$ cat src/rtl/alct_ttc_pkg.sv
// Shared TTC definitions: BXN width, LHC orbit length and the modular
// BXN subtraction used by both the L1A stamper and the readout header logic.
package alct_ttc_pkg;

   localparam int BXN_W     = 12;
   localparam int ORBIT_LEN = 3564;

   // (a - b) modulo orbit, computed in BXN_W+1 bits so a borrow shows up as
   // the sign bit; a negative difference is folded back by adding the orbit.
   function automatic logic [BXN_W-1:0] bxn_sub(
      input logic [BXN_W-1:0] a,
      input logic [BXN_W-1:0] b,
      input int unsigned      orbit = ORBIT_LEN
   );
      logic [BXN_W:0] diff;
      diff = {1'b0, a} - {1'b0, b};
      if (diff[BXN_W]) begin
         diff = diff + orbit[BXN_W:0];
      end
      return diff[BXN_W-1:0];
   endfunction

endpackage

$ cat src/rtl/bxn_counter.sv
// Bunch-crossing counter with BC0 resynchronisation, plus the sticky
// "first BC0 seen" and "orbit length mismatch" flags.
module bxn_counter
   import alct_ttc_pkg::BXN_W;
#(
   parameter int ORBIT_LEN = alct_ttc_pkg::ORBIT_LEN
) (
   input  logic             clk,
   input  logic             reset,
   input  logic             bc0,
   input  logic [BXN_W-1:0] bxn_offset,
   output logic [BXN_W-1:0] bxn,
   output logic             bc0_seen,
   output logic             bc0_err
);

   logic [BXN_W-1:0] bxn_reg;
   logic [BXN_W-1:0] bxn_natural;
   logic             bc0_seen_reg;
   logic             bc0_err_reg;

   // Value the counter would take without a BC0: increment with orbit wrap.
   always_comb begin
      bxn_natural = bxn_reg + BXN_W'(1);
      if (bxn_reg == BXN_W'(ORBIT_LEN - 1)) begin
         bxn_natural = '0;
      end
   end

   // Counter and flags; only a BC0 after the first one can flag a mismatch,
   // since before that the counter phase is arbitrary.
   always_ff @(posedge clk) begin
      if (reset) begin
         bxn_reg      <= '0;
         bc0_seen_reg <= 1'b0;
         bc0_err_reg  <= 1'b0;
      end else if (bc0) begin
         bxn_reg      <= bxn_offset;
         bc0_seen_reg <= 1'b1;
         if (bc0_seen_reg && (bxn_natural != bxn_offset)) begin
            bc0_err_reg <= 1'b1;
         end
      end else begin
         bxn_reg <= bxn_natural;
      end
   end

   assign bxn      = bxn_reg;
   assign bc0_seen = bc0_seen_reg;
   assign bc0_err  = bc0_err_reg;

endmodule

$ cat src/rtl/l1a_bxn_stamp.sv
// L1A BXN stamper: captures the BXN on each L1A, removes the trigger
// latency modulo the orbit and writes the stamp into l1a_bxn_fifo,
// dropping (and counting) stamps that meet a full FIFO.
module l1a_bxn_stamp
   import alct_ttc_pkg::BXN_W;
   import alct_ttc_pkg::bxn_sub;
#(
   parameter int ORBIT_LEN = alct_ttc_pkg::ORBIT_LEN,
   parameter int L1A_CNT_W = 24,
   parameter int LOST_W    = 16
) (
   input  logic                 clk,
   input  logic                 reset,
   input  logic                 bc0,
   input  logic [BXN_W-1:0]     bxn_offset,
   input  logic                 l1a,
   input  logic [BXN_W-1:0]     l1a_lat,
   input  logic                 fifo_full,
   output logic [BXN_W-1:0]     fifo_din,
   output logic                 fifo_wen,
   output logic [BXN_W-1:0]     bxn,
   output logic [L1A_CNT_W-1:0] l1a_cnt,
   output logic [LOST_W-1:0]    l1a_lost,
   output logic                 bc0_seen,
   output logic                 bc0_err
);

   logic [BXN_W-1:0]     raw_reg;
   logic                 v1_reg;
   logic [BXN_W-1:0]     din_reg;
   logic                 v2_reg;
   logic [BXN_W-1:0]     stamp_next;
   logic [L1A_CNT_W-1:0] l1a_cnt_reg;
   logic [LOST_W-1:0]    lost_reg;
   logic                 drop;

   bxn_counter #(
      .ORBIT_LEN (ORBIT_LEN)
   ) u_bxn_counter (
      .clk        (clk),
      .reset      (reset),
      .bc0        (bc0),
      .bxn_offset (bxn_offset),
      .bxn        (bxn),
      .bc0_seen   (bc0_seen),
      .bc0_err    (bc0_err)
   );

   // Latency-corrected stamp of the captured BXN.
   always_comb begin
      stamp_next = bxn_sub(raw_reg, l1a_lat, ORBIT_LEN);
   end

   // Stage 1: capture the BXN present in the L1A cycle and count the L1A.
   always_ff @(posedge clk) begin
      if (reset) begin
         raw_reg     <= '0;
         v1_reg      <= 1'b0;
         l1a_cnt_reg <= '0;
      end else begin
         v1_reg <= l1a;
         if (l1a) begin
            raw_reg     <= bxn;
            l1a_cnt_reg <= l1a_cnt_reg + L1A_CNT_W'(1);
         end
      end
   end

   // Stage 2: register the corrected stamp; the output holds between stamps.
   always_ff @(posedge clk) begin
      if (reset) begin
         din_reg <= '0;
         v2_reg  <= 1'b0;
      end else begin
         v2_reg <= v1_reg;
         if (v1_reg) begin
            din_reg <= stamp_next;
         end
      end
   end

   // A stamp that meets a full FIFO is dropped; there is no retry path.
   assign drop     = v2_reg & fifo_full;
   assign fifo_wen = v2_reg & ~fifo_full;

   // Saturating count of dropped stamps.
   always_ff @(posedge clk) begin
      if (reset) begin
         lost_reg <= '0;
      end else if (drop && (lost_reg != {LOST_W{1'b1}})) begin
         lost_reg <= lost_reg + LOST_W'(1);
      end
   end

   assign fifo_din = din_reg;
   assign l1a_cnt  = l1a_cnt_reg;
   assign l1a_lost = lost_reg;

endmodule
$ cat config.mk
export PLATFORM = sky130hd
export DESIGN_NAME = l1a_bxn_stamp
export DESIGN_NICKNAME = d
export VERILOG_FILES = /design/src/rtl/alct_ttc_pkg.sv /design/src/rtl/bxn_counter.sv /design/src/rtl/l1a_bxn_stamp.sv
export SDC_FILE = /design/constraint.sdc
export NUM_CORES = 1
export LEC_CHECK = 0
export CAP_MARGIN = 10
export CORE_MARGIN = 2
export CORE_UTILIZATION = 35
export CTS_BUF_LIST = sky130_fd_sc_hd__clkbuf_8
export DETAILED_ROUTE_END_ITERATION = 16
export PLACE_DENSITY = 0.66
export SYNTH_ARGS = -nofsm -noshare
export SYNTH_HDL_FRONTEND = slang
export SYNTH_SLANG_ARGS = --single-unit
export TNS_END_PERCENT = 100
$ cat constraint.sdc
create_clock -name clk -period 8.8 [get_ports clk]
set_clock_uncertainty 0.2 [all_clocks]
set_input_delay 0.88 -clock clk [delete_from_list [all_inputs] [get_ports clk]]
set_output_delay 0.88 -clock clk [all_outputs]
set_load 0.01 [all_outputs]
==> qor.txt <==
run status -> completed
max_cap viols -> 0
prevailing post-synth register cell -> dfxtp_1
Yosys cell types -> 65
core area -> 12620 um^2
max-slew violation count -> 0
Hold Buf Count CTS -> 0
mux contribution to synthesized area -> 4.193%
crit start category -> input port
Post-synth EDFFs -> 0
Mapped Area -> 4536 um^2
Req. time, crit path -> 8800 ps
GRT Total Usage -> 15.68%
GRT Residual Overflow -> 0
Fmax -> 0.2399 GHz
fill cell count -> 1281
most common cell after layout, fill and taps aside -> nor2_1
multi-input logic area -> 2708 um^2
pwr dens -> 145.8 nW/um^2
Ys Warns -> 0
via count -> 4116
vias in the first global route -> 3752
layout cells sized above 1 -> 4.724%
Routed WL -> 11000 um
First DRT Iteration DRCs -> 343
fin crit share -> 47.37%
Simple-Gate Fraction of Synth Area -> 24.30%
Reg clk slew, reported paths -> 90 ps
Die H -> 117.8 um
maximum clock insertion buffer count -> 2
syn avg cell area -> 8.307 um^2
register area share after synthesis -> 35.31%
Placed Instances -> 791
WP data arrival -> 4170 ps
drt pass-1 iters -> 4
Post-CTS Setup Bufs -> 0
Die W -> 117.8 um
Final Hold Fails -> 0
CTS sink cnt -> 80
final core utilization -> 46.08%
Max-Slew Margin vs Limit -> 38.44%
CTS Root Cell -> clkbuf_8
synth-to-layout area growth -> 28.22%
Place WS -> 4308 ps
IO buf count -> 95
Diodes inserted -> 0
fin crit period -> 4169 ps
H-tree depth -> 3
Worst Hold Class -> reg2reg
Syn Nets -> 592
Compound-Gate Fraction of Synth Area -> 15.01%
Worst Path Max Fanout -> 6
DR vias/cell -> 5.100
xor/xnor share of the synthesized area -> 11.20%
dpl hpwl -> 8138 um
actual slew at the worst max-slew pin -> 920.5 ps
cts bufs inserted -> 9
I/O pins -> 96
register area -> 1602 um^2
largest family of logic cells by synthesized area -> simple AND/OR/NAND/NOR gates
post_cts resized -> 0
Synth Register Bits -> 80
Critical Path Sink Type -> register
initial antenna violation count -> 0
DIE AREA -> 13890 um^2
WL per Instance -> 13.63 um
Synth Area in Adders -> 4.855%
# rows -> 41
max reg flops -> 24
RSZ-0062 raised after global routing -> false
fin cells -> 807
Worst-Skew Late Latency -> 350 ps
Final TNS setup -> 0 ps
Max IR drop VDD -> 0.08129 mV
first-pass GRT wire length -> 18240 um
CTS tree -> done
WS Path Type -> in2reg
async set or reset register ratio after synthesis -> 0%
most frequent cells in the layout -> nor2_1 (98), clkdlybuf4s50_1 (94), dfxtp_1 (80)
ANT nets after route -> 0
starting density of the core -> 35.94%
GP Congestion -> 0.8239
Final #Nets -> 676
cell count after synthesis -> 546
Lkg Pwr -> 2.161 nW
final setup margin -> 4631 ps
DRC Markers -> 0
largest net degree at the start of global routing -> 79
final setup vio count -> 0
## per-layer routing
| metal | up-vias | track usage [%] | wire length [um] |
|---|---|---|---|
| met1 | 1922 | 21.18 | 5405 |
| met3 | 7 | 3.198 | 467 |
| met5 | - | 0 | 0 |
| met2 | 95 | 25.51 | 5031 |
| met4 | 0 | 4.066 | 95 |
| li1 | 2092 | - | - |
## synthesized netlist by cell type, drive strengths merged, types with 10 or more instances
master	n	area, um^2
nor2	98	367.9
dfxtp	80	1602
xor2	30	262.8
nand2	28	105.1
xnor2	28	245.2
inv	27	101.4
a21oi	24	120.1
mux2i	19	190.2
nand3	19	95.09
o21ai	18	90.08
ha	16	200.2
clkbuf	15	56.30
nor3	14	70.07
nand4	11	68.82
a211oi	10	75.07
or3	10	63.81
## stage by stage
step	cell area (um^2)	hold WS [ps]	total power, mW
3_5_place_dp	5587	271.6	0.5426
2_1_floorplan	4536	260.4	0.4894
6_report	5816	280.0	0.8478
4_1_cts	5816	286.0	0.8554
3_3_place_gp	5587	270.0	0.5392
5_1_grt	5816	298.6	0.8870
## critical path, stage by stage
cell             delay (ps)
clkdlybuf4s50_1         470
ha_1                    170
inv_1                    50
fa_1                    460
a21o_1                  220
a221oi_4                290
xnor2_1                 150
a2111o_1                360
or4_1                   560
a2111oi_0               440
a2111oi_1               110
## cell type report
cell class	count	share of cell area (%)
sequential	80	27.54
multi-input combinational	415	46.56
timing repair buffer	97	16.52
inverter	27	1.743
clock inverter	6	1.571
clock buffer	10	2.367
tap	172	3.701
## where the power goes
group          total [mW]  internal [mW]  leakage [nW]  switching (mW)
Combinational       0.146         0.0721          1.39          0.0741
Clock               0.313          0.169         0.117           0.144
Sequential          0.389          0.374         0.651          0.0148
Total               0.848          0.615          2.16           0.232
## worst paths after layout
path	start	endpoint	slack, ps	cells after the start
worst max-delay path	l1a_lat[0]	fifo_din[11]	4630	11
worst min-delay path	fifo_din[3]	fifo_din[3]	280	2
worst max register to register	raw_reg[0]	fifo_din[11]	5240	11
worst min register to register	fifo_din[3]	fifo_din[3]	280	2
## cell families (layout without fill, tap and decap cells)
group / after synthesis / after routing
buffers and inverters: 51 / 140
multiplexers: 19 / 19
flip-flops: 80 / 80
AND/OR/NAND/NOR: 225 / 225
AO/OA/AOI/OAI: 96 / 96
XOR/XNOR: 58 / 58
adder cells (fa/ha/maj): 17 / 17
Note: power is estimated with default switching activity, not from simulation.
